## src/rtl/rot_sweep_driver.sv

```systemverilog
// rot_sweep_driver: feeds a 4-bit word and rotate amount to the downstream
// rotator. It either sweeps the amount through 0..3 or holds one amount,
// keeping each amount for DWELL cycles. On the last cycle of each dwell it
// checks the rotator's returned value against a rotate-right reference.
module rot_sweep_driver #(
    parameter int DWELL = 3
) (
    input  logic       clk,
    input  logic       rst_n,
    input  logic       in_valid,
    output logic       in_ready,
    input  logic [3:0] in_data,
    input  logic       in_mode,
    input  logic [1:0] in_sel,
    output logic [3:0] q,
    output logic [1:0] sel,
    output logic       q_valid,
    input  logic [3:0] rot_in,
    input  logic       err_clr,
    output logic       done,
    output logic       err,
    output logic [3:0] err_cnt
);

    // The dwell counter only has to reach DWELL-1.
    localparam int CW = (DWELL > 1) ? $clog2(DWELL) : 1;
    localparam logic [CW-1:0] CNT_LAST = CW'(DWELL - 1);

    typedef enum logic [1:0] {
        IDLE  = 2'd0,
        DRIVE = 2'd1,
        DONE  = 2'd2
    } state_t;

    state_t          state_reg, state_next;
    logic [3:0]      q_reg, q_next;
    logic [1:0]      sel_reg, sel_next;
    logic            mode_reg, mode_next;
    logic [CW-1:0]   cnt_reg, cnt_next;
    logic            q_valid_reg, q_valid_next;
    logic            done_reg, done_next;
    logic            err_reg, err_next;
    logic [3:0]      err_cnt_reg, err_cnt_next;
    logic            sample;
    logic            mismatch;
    logic [3:0]      expected;

    // Reference rotate-right of the word currently driven to the rotator.
    always_comb begin
        expected = q_reg;
        case (sel_reg)
            2'd0:    expected = q_reg;
            2'd1:    expected = {q_reg[0],   q_reg[3:1]};
            2'd2:    expected = {q_reg[1:0], q_reg[3:2]};
            default: expected = {q_reg[2:0], q_reg[3]};
        endcase
    end

    // Next-state and next-output decode for the request sequencer.
    always_comb begin
        state_next   = state_reg;
        q_next       = q_reg;
        sel_next     = sel_reg;
        mode_next    = mode_reg;
        cnt_next     = cnt_reg;
        q_valid_next = 1'b0;
        done_next    = 1'b0;
        sample       = 1'b0;

        case (state_reg)
            IDLE: begin
                // in_ready is high in IDLE, so in_valid alone is a handshake.
                if (in_valid) begin
                    q_next       = in_data;
                    mode_next    = in_mode;
                    sel_next     = in_mode ? in_sel : 2'd0;
                    cnt_next     = '0;
                    q_valid_next = 1'b1;
                    state_next   = DRIVE;
                end
            end
            DRIVE: begin
                q_valid_next = 1'b1;
                cnt_next     = cnt_reg + CW'(1);
                if (cnt_reg == CNT_LAST) begin
                    // Last dwell cycle: the rotator has had DWELL-1 cycles to settle.
                    sample = 1'b1;
                    if (mode_reg || (sel_reg == 2'd3)) begin
                        q_valid_next = 1'b0;
                        done_next    = 1'b1;
                        state_next   = DONE;
                    end else begin
                        sel_next = sel_reg + 2'd1;
                        cnt_next = '0;
                    end
                end
            end
            DONE: begin
                state_next = IDLE;
            end
            default: begin
                state_next = IDLE;
            end
        endcase
    end

    // Error tracking: a mismatch takes priority over a simultaneous clear,
    // so the count restarts at 1 rather than being lost.
    always_comb begin
        mismatch     = sample && (rot_in != expected);
        err_next     = err_reg;
        err_cnt_next = err_cnt_reg;
        if (mismatch) begin
            err_next = 1'b1;
            if (err_clr) begin
                err_cnt_next = 4'd1;
            end else if (err_cnt_reg != 4'd15) begin
                err_cnt_next = err_cnt_reg + 4'd1;
            end
        end else if (err_clr) begin
            err_next     = 1'b0;
            err_cnt_next = 4'd0;
        end
    end

    // State and datapath registers; reset aborts any request in flight.
    always_ff @(posedge clk or negedge rst_n) begin
        if (!rst_n) begin
            state_reg   <= IDLE;
            q_reg       <= 4'd0;
            sel_reg     <= 2'd0;
            mode_reg    <= 1'b0;
            cnt_reg     <= '0;
            q_valid_reg <= 1'b0;
            done_reg    <= 1'b0;
            err_reg     <= 1'b0;
            err_cnt_reg <= 4'd0;
        end else begin
            state_reg   <= state_next;
            q_reg       <= q_next;
            sel_reg     <= sel_next;
            mode_reg    <= mode_next;
            cnt_reg     <= cnt_next;
            q_valid_reg <= q_valid_next;
            done_reg    <= done_next;
            err_reg     <= err_next;
            err_cnt_reg <= err_cnt_next;
        end
    end

    assign in_ready = (state_reg == IDLE);
    assign q        = q_reg;
    assign sel      = sel_reg;
    assign q_valid  = q_valid_reg;
    assign done     = done_reg;
    assign err      = err_reg;
    assign err_cnt  = err_cnt_reg;

endmodule

```

## config.mk

```make
export PLATFORM = sky130hd
export DESIGN_NAME = rot_sweep_driver
export DESIGN_NICKNAME = d
export VERILOG_FILES = /design/src/rtl/rot_sweep_driver.sv
export SDC_FILE = /design/constraint.sdc
export NUM_CORES = 1
export LEC_CHECK = 0
export CORE_MARGIN = 10
export CORE_UTILIZATION = 52
export CTS_BUF_LIST = sky130_fd_sc_hd__clkbuf_2 sky130_fd_sc_hd__clkbuf_4 sky130_fd_sc_hd__clkbuf_8
export CTS_CLUSTER_DIAMETER = 120
export DETAILED_ROUTE_END_ITERATION = 8
export GPL_ROUTABILITY_DRIVEN = 0
export GPL_TIMING_DRIVEN = 0
export PLACE_DENSITY = 0.95
export RECOVER_POWER = 100
export SYNTH_ARGS = -nofsm -noshare
export SYNTH_HDL_FRONTEND = slang
export SYNTH_SLANG_ARGS = --single-unit
```

## constraint.sdc

```tcl
create_clock -name clk -period 5.4 [get_ports clk]
set_input_delay 1.08 -clock clk [delete_from_list [all_inputs] [get_ports clk]]
set_output_delay 1.08 -clock clk [all_outputs]
set_load 0.02 [all_outputs]
```

==> flow_metrics.env, run 1 <==
export IMPL_status="completed"
export IMPL_drive_gt1_share_pct=5.30
export IMPL_synth_top_family_by_area="simple AND/OR/NAND/NOR gates"
export IMPL_grt_pass1_wl_um=4260
export IMPL_finalWorstSetupSlack_ns=2.76
export IMPL_synth_cells=100
export IMPL_hp_start="err$_DFFE_PN0P_"
export IMPL_drtPass1Iterations=5
export IMPL_crit_chain="nor2_1 -> dlygate4sd3_1"
export IMPL_ys_ff_latch=18
export IMPL_crit_type="reg -> out"
export IMPL_tns_ns=0
export IMPL_path_max_fanout=5
export IMPL_ys_warn_count=0
export IMPL_max_clock_path_buffers=2
export IMPL_cp_endpoint="in_ready"
export IMPL_grt_pass1_vias=926
export IMPL_ant_nets=0
export IMPL_path_depth=2
export IMPL_path_buf_inv=1
export IMPL_crit_start="state_reg[0]$_DFFE_PN0P_"
export IMPL_maxSlewHeadroom_pct=46.1
export IMPL_layout_common_cells="dfrtp_1, dlygate4sd3_1, clkdlybuf4s50_1"
export IMPL_synthDistinctLibCells=30
export IMPL_required_ns=4.32
export IMPL_syn2layout_area_growth_pct=32.4
export IMPL_worstSkewPairLatency_ns=0.29
export IMPL_r2r_end="err_cnt[1]$_DFFE_PN0P_"
export IMPL_core_mm2=0.00178
export IMPL_yosysSeqAreaShare_pct=44.9
export IMPL_die_area_mm2=0.00409
export IMPL_crit_slowest_cell="dlygate4sd3_1"
export IMPL_worstPathArrival_ns=1.56
export IMPL_cap_violations=0
export IMPL_yosys_mux_area_fraction_pct=6.11
export IMPL_num_vias=879
export IMPL_post_route_period_util_pct=48.8
export IMPL_yosysTopAreaCell="dfrtp_1"
export IMPL_synth_area_leaders="dfrtp_1, ha_1, mux2i_1, a222oi_1, nand2_1"
export IMPL_grt_max_degree=19
export IMPL_overflow=0
export IMPL_numCtsBuffers=3
export IMPL_r2r_start="sel[0]$_DFFE_PN0P_"
export IMPL_synth_xor_area_share_pct=3.49
export IMPL_yosys_area_share_simple_pct=18.2
export IMPL_critPathLaunchType="register"
export IMPL_tightest_slew_ns=0.806
export IMPL_holdWs_ns=0.494
export IMPL_finalWirelength_um=2540
export IMPL_fmax_mhz=379
export IMPL_synth_nets=120
export IMPL_irDropWorstVdd_mv=0.327
export IMPL_powerDensity_mw_per_mm2=533
export IMPL_grt_busiest_layer="met2"
export IMPL_max_stage_delay_ns=0.69
export IMPL_io_pins=29
export IMPL_critPathTopFamily="buffers and inverters"
export IMPL_post_place_ws_ns=2.90
export IMPL_stdcell_area_mm2=0.00133
export IMPL_finalSetupViolCount=0
export IMPL_placed_area_mm2=0.00132
export IMPL_cts_resized=0
export IMPL_synth_compound_area_share_pct=17.0
export IMPL_rsz0062_at_grt="no"
export IMPL_post_route_util_pct=74.5
export IMPL_drtIter0Drc=47
export IMPL_grt_util_met2_pct=21.5
export IMPL_use_met3_pct=4.18
export IMPL_syn_area_mm2=0.00100
export IMPL_clk_pin_slew_ns=0.10
export IMPL_finalClockSkew_ns=0.00174
export IMPL_yosysTopAreaCellShare_pct=44.9
export IMPL_core_rowCount=15
export IMPL_period_minus_slack_ns=2.64
export IMPL_leakage_nw=0.594
export IMPL_htreeDepth=1
export IMPL_switching_power_w=0.000308
export IMPL_drc=0
export IMPL_hp_class="reg -> reg"
export IMPL_initial_core_util_pct=56.3
export IMPL_antenna_found_initial=0
export IMPL_drv_slew=0
export IMPL_final_nets=153
export IMPL_n_antenna_cell=0
export IMPL_p_clk_share_pct=11.7
export IMPL_seqPwrFrac_pct=33.4
export IMPL_swShare_pct=43.6
export IMPL_dieHeight_um=63.9
export IMPL_final_common_cell="dfrtp_1"
export IMPL_syn_area_per_cell_um2=10.0
export IMPL_cts_tree="built"
export IMPL_wl_per_cell_um=16.2
export IMPL_synthAdderAreaFrac_pct=6.23
export IMPL_grt_usage_pct=12.9
export IMPL_cts_hold_repair_buffers=0
export IMPL_clockRootBuffer="clkbuf_4"
export IMPL_pwr_share_comb_pct=54.9
export IMPL_cts_setup_buffers=0
export IMPL_die_x_um=63.9
export IMPL_portBuffers=28
export IMPL_r2r_slack_ns=2.98
export IMPL_cell_internal_pwr_w=0.000400
export IMPL_hold_viol=0
export IMPL_numClockSinks=18
export IMPL_endpoint_kind="output port"
export IMPL_rr_worst_depth=8
export IMPL_place_hpwl_um=2010
export IMPL_avgViaCountPerCell=5.60
export IMPL_met1_usage_pct=13.5
-- metrics by stage --
step / cells / power (W)
4_1_cts: 157 / 0.000742
6_report: 157 / 0.000708
2_1_floorplan: 100 / 0.000506
3_3_place_gp: 153 / 0.000631
3_5_place_dp: 153 / 0.000658
5_1_grt: 157 / 0.000769
-- worst reg2reg max path, cell delays in order, from the launching register on --
cell and delay, ns:
dfrtp_1 0.41, inv_1 0.11, ha_1 0.26, a222oi_1 0.35
mux2i_1 0.15, xnor2_1 0.15, a41oi_1 0.48, and2_0 0.25
mux2i_1 0.19
-- power groups by stage --
stage / registers [W] / clock network, W / logic (W)
floorplan: 0.000269 / 0 / 0.000237
global placement: 0.000234 / 0 / 0.000397
detailed placement: 0.000240 / 0 / 0.000418
CTS: 0.000237 / 0.0000849 / 0.000420
global route: 0.000244 / 0.0000929 / 0.000432
finish: 0.000237 / 0.0000828 / 0.000388
-- Yosys cell counts --
cell type / count
mux2i_1: 5
and2_1: 1
a31oi_1: 2
buf_6: 1
a21o_2: 1
dfrtp_1: 18
a21o_1: 1
nor2_1: 6
a211oi_1: 2
nand2b_1: 5
mux2_2: 1
nand3_1: 4
and4b_2: 1
and2_4: 1
clkbuf_1: 1
inv_1: 7
nor3_1: 2
nor3_2: 1
nand4_1: 2
nor2b_1: 2
a21oi_1: 2
a41oi_1: 1
xnor2_1: 4
o211ai_1: 1
o21ai_0: 7
a211o_1: 1
a41oi_2: 1
nand2_1: 10
ha_1: 5
a222oi_1: 4
-- how the worst min path moves through the flow --
| stage | end | slack (ns) | cells past startpoint |
|---|---|---|---|
| 2_1_floorplan | mode_reg$_DFFE_PN0P_ | 0.48 | 1 |
| 3_3_place_gp | err$_DFFE_PN0P_ | 0.47 | 1 |
| 3_5_place_dp | err$_DFFE_PN0P_ | 0.48 | 1 |
| 4_1_cts | err$_DFFE_PN0P_ | 0.50 | 1 |
| 5_1_grt | err$_DFFE_PN0P_ | 0.53 | 1 |
| 6_report | err$_DFFE_PN0P_ | 0.49 | 1 |
-- kinds of logic (layout without fill, tap and decap cells) --
kind of cell             Yosys count  after routing
AO/OA/AOI/OAI                     23             23
XOR/XNOR                           4              4
adder cells (fa/ha/maj)            5              5
buffers and inverters              9             41
flip-flops                        18             18
multiplexers                       6              6
AND/OR/NAND/NOR                   35             35
-- final cells by class --
class / instances / area [um2]
plain buffers: 2 / 7.51
clock buffers: 4 / 36.3
fillers: 125 / 454
inverters: 7 / 26.3
multi-input cells: 73 / 497
flip-flops and latches: 18 / 450
well taps: 25 / 31.3
repair buffers: 28 / 280
-- routing by layer --
layer  vias up  part of all wire [%]
met2        42                    51
met3        11                   7.5
met1       402                    38
li1        424                     -
met5         -                     0
met4         0                   3.5
Note: power is estimated with default switching activity, not from simulation.
==> run 2: changes to the inputs <==
--- a/config.mk
+++ b/config.mk
@@ -6,13 +6,13 @@
 export NUM_CORES = 1
 export LEC_CHECK = 0
 export CORE_MARGIN = 10
-export CORE_UTILIZATION = 52
+export CORE_UTILIZATION = 48
 export CTS_BUF_LIST = sky130_fd_sc_hd__clkbuf_2 sky130_fd_sc_hd__clkbuf_4 sky130_fd_sc_hd__clkbuf_8
 export CTS_CLUSTER_DIAMETER = 120
 export DETAILED_ROUTE_END_ITERATION = 8
 export GPL_ROUTABILITY_DRIVEN = 0
 export GPL_TIMING_DRIVEN = 0
-export PLACE_DENSITY = 0.95
+export PLACE_DENSITY = 0.92
 export RECOVER_POWER = 100
 export SYNTH_ARGS = -nofsm -noshare
 export SYNTH_HDL_FRONTEND = slang
==> constraint.sdc (replaced) <==
create_clock -name clk -period 2.55 [get_ports clk]
set_input_delay 0.51 -clock clk [delete_from_list [all_inputs] [get_ports clk]]
set_output_delay 0.51 -clock clk [all_outputs]
set_load 0.02 [all_outputs]
==> run 2 against run 1 <==
  * Worst hold slack got worse by 0.0040 ns
  * Design area rose by 0.94%
  * Global-route usage decreased by 0.94 points
  * First-iteration DRC count is 38% lower
  * Clock skew is 0.011 ns higher
  * Final cell count grew 1.3%
  * Clock power up 110%
  * Sequential share of layout area is 0.32 points lower
  * Sequential power grew 110%
  * Via count is 1.5% higher
  * Die area up 5.7%
  * Wire length decreased by 3.2%
  * Largest cell class unchanged
==> flow_metrics.env, run 2 (synthesized netlist as in run 1, its figures left out) <==
export IMPL_tightest_slew_ns=0.792
export IMPL_io_pins=29
export IMPL_routed_top_layer="met4"
export IMPL_clockRootBuffer="clkbuf_4"
export IMPL_critPathTopFamily="compound AO/OA/AOI/OAI gates"
export IMPL_grt_pass1_wl_um=4150
export IMPL_final_nets=153
export IMPL_n_antenna_cell=0
export IMPL_grt_pass1_vias=936
export IMPL_post_route_period_util_pct=89.1
export IMPL_drc=0
export IMPL_power_total_w=0.00151
export IMPL_crit_slowest_cell="dfrtp_1"
export IMPL_num_vias=892
export IMPL_endpoint_kind="register"
export IMPL_finalSetupViolCount=0
export IMPL_finalClockSkew_ns=0.0130
export IMPL_nFillCells=161
export IMPL_crit_type="reg -> reg"
export IMPL_ant_nets=0
export IMPL_worstPathArrival_ns=2.47
export IMPL_wl_met3_um=159
export IMPL_wl_per_cell_um=15.5
export IMPL_drtIter0Drc=29
export IMPL_dieHeight_um=65.7
export IMPL_max_stage_delay_ns=0.41
export IMPL_irDropWorstVdd_mv=0.741
export IMPL_holdWs_ns=0.490
export IMPL_initial_core_util_pct=50.6
export IMPL_path_buf_inv=1
export IMPL_core_rowCount=16
export IMPL_leakage_nw=0.597
export IMPL_critPathLaunchType="register"
export IMPL_portBuffers=28
export IMPL_status="completed"
export IMPL_syn2layout_area_growth_pct=33.7
export IMPL_antenna_found_initial=0
export IMPL_drv_slew=0
export IMPL_die_x_um=65.7
export IMPL_numClockSinks=18
export IMPL_hp_class="reg -> reg"
export IMPL_place_hpwl_um=1950
export IMPL_cts_setup_buffers=0
export IMPL_required_ns=2.75
export IMPL_cts_hold_repair_buffers=0
export IMPL_die_area_mm2=0.00432
export IMPL_cts_tree="built"
export IMPL_max_clock_path_buffers=2
export IMPL_wl_met1_um=957
export IMPL_grt_max_degree=19
export IMPL_final_common_cell="dfrtp_1"
export IMPL_crit_chain="inv_1 -> ha_1 -> a222oi_1 -> mux2i_1 -> xnor2_1 -> a41oi_2 -> a41oi_1 -> a211oi_1"
export IMPL_core_mm2=0.00198
export IMPL_htreeDepth=1
export IMPL_layout_common_cells="dfrtp_1, dlygate4sd3_1, clkdlybuf4s50_1"
export IMPL_numCtsBuffers=3
export IMPL_worstSkewPairLatency_ns=0.29
export IMPL_r2r_slack_ns=0.28
export IMPL_rsz0062_at_grt="no"
export IMPL_finalWirelength_um=2460
export IMPL_grt_usage_pct=11.9
export IMPL_period_minus_slack_ns=2.27
export IMPL_drtPass1Iterations=6
export IMPL_fmax_mhz=440
export IMPL_overflow=0
export IMPL_cts_resized=0
export IMPL_tns_ns=0
export IMPL_cap_violations=0
export IMPL_path_max_fanout=7
export IMPL_maxSlewHeadroom_pct=47.0
export IMPL_clk_pin_slew_ns=0.11
export IMPL_powerDensity_mw_per_mm2=1130
export IMPL_wl_met2_um=1280
export IMPL_hold_viol=0
export IMPL_drive_gt1_share_pct=6.82
export IMPL_avgViaCountPerCell=5.61
run 2: worst paths after layout:
check / start / to / cells after the start
worst max-delay path: sel[0]$_DFFE_PN0P_ / err_cnt[3]$_DFFE_PN0P_ / 8
worst max register to register: sel[0]$_DFFE_PN0P_ / err_cnt[3]$_DFFE_PN0P_ / 8
max in group asynchronous: rst_n / err_cnt[0]$_DFFE_PN0P_ / 1
worst min register to register: err$_DFFE_PN0P_ / err$_DFFE_PN0P_ / 1
min in group asynchronous: rst_n / sel[1]$_DFFE_PN0P_ / 1
worst min-delay path: err$_DFFE_PN0P_ / err$_DFFE_PN0P_ / 1
run 2: area by class of cell:
type / instances / area, um2 / area share (%)
buffer: 2 / 7.51 / 0.560
clock buffer: 4 / 36.3 / 2.71
inverter: 7 / 26.3 / 1.96
multi-input combinational: 73 / 507 / 37.8
sequential: 18 / 450 / 33.6
tap: 27 / 33.8 / 2.52
timing repair buffer: 28 / 280 / 20.9
run 2: worst register-to-register path: cells and delay by family, from the launching register on:
family | cells | cell delay (ns)
flip-flops | 1 | 0.41
buffers and inverters | 1 | 0.11
multiplexers | 1 | 0.15
adder cells (fa/ha/maj) | 1 | 0.26
AO/OA/AOI/OAI | 4 | 1.10
XOR/XNOR | 1 | 0.15
run 2: where the power goes:
| part | switching (W) | leakage (nW) | internal (W) |
|---|---|---|---|
| combinational | 0.000458 | 0.348 | 0.000374 |
| sequential | 0.000111 | 0.228 | 0.000392 |
| clock | 0.0000884 | 0.0210 | 0.0000869 |
run 2: metrics by stage:
step / std cells / setup WS [ns] / util, % / instance area [um2]
3_5_place_dp: 155 / 0.321 / 66.5 / 1320
3_3_place_gp: 155 / 0.405 / 66.5 / 1320
2_1_floorplan: 100 / 0.424 / - / 1000
6_report: 159 / 0.278 / 67.7 / 1340
4_1_cts: 159 / 0.267 / 68.3 / 1350
5_1_grt: 159 / 0.0433 / 67.7 / 1340
run 2: per-layer routing:
metal  global-route usage, %  up-vias
li1                        -      424
met1                    12.3      422
met2                    21.9       36
met3                    2.88       10
met4                    5.88        0
met5                       0        -
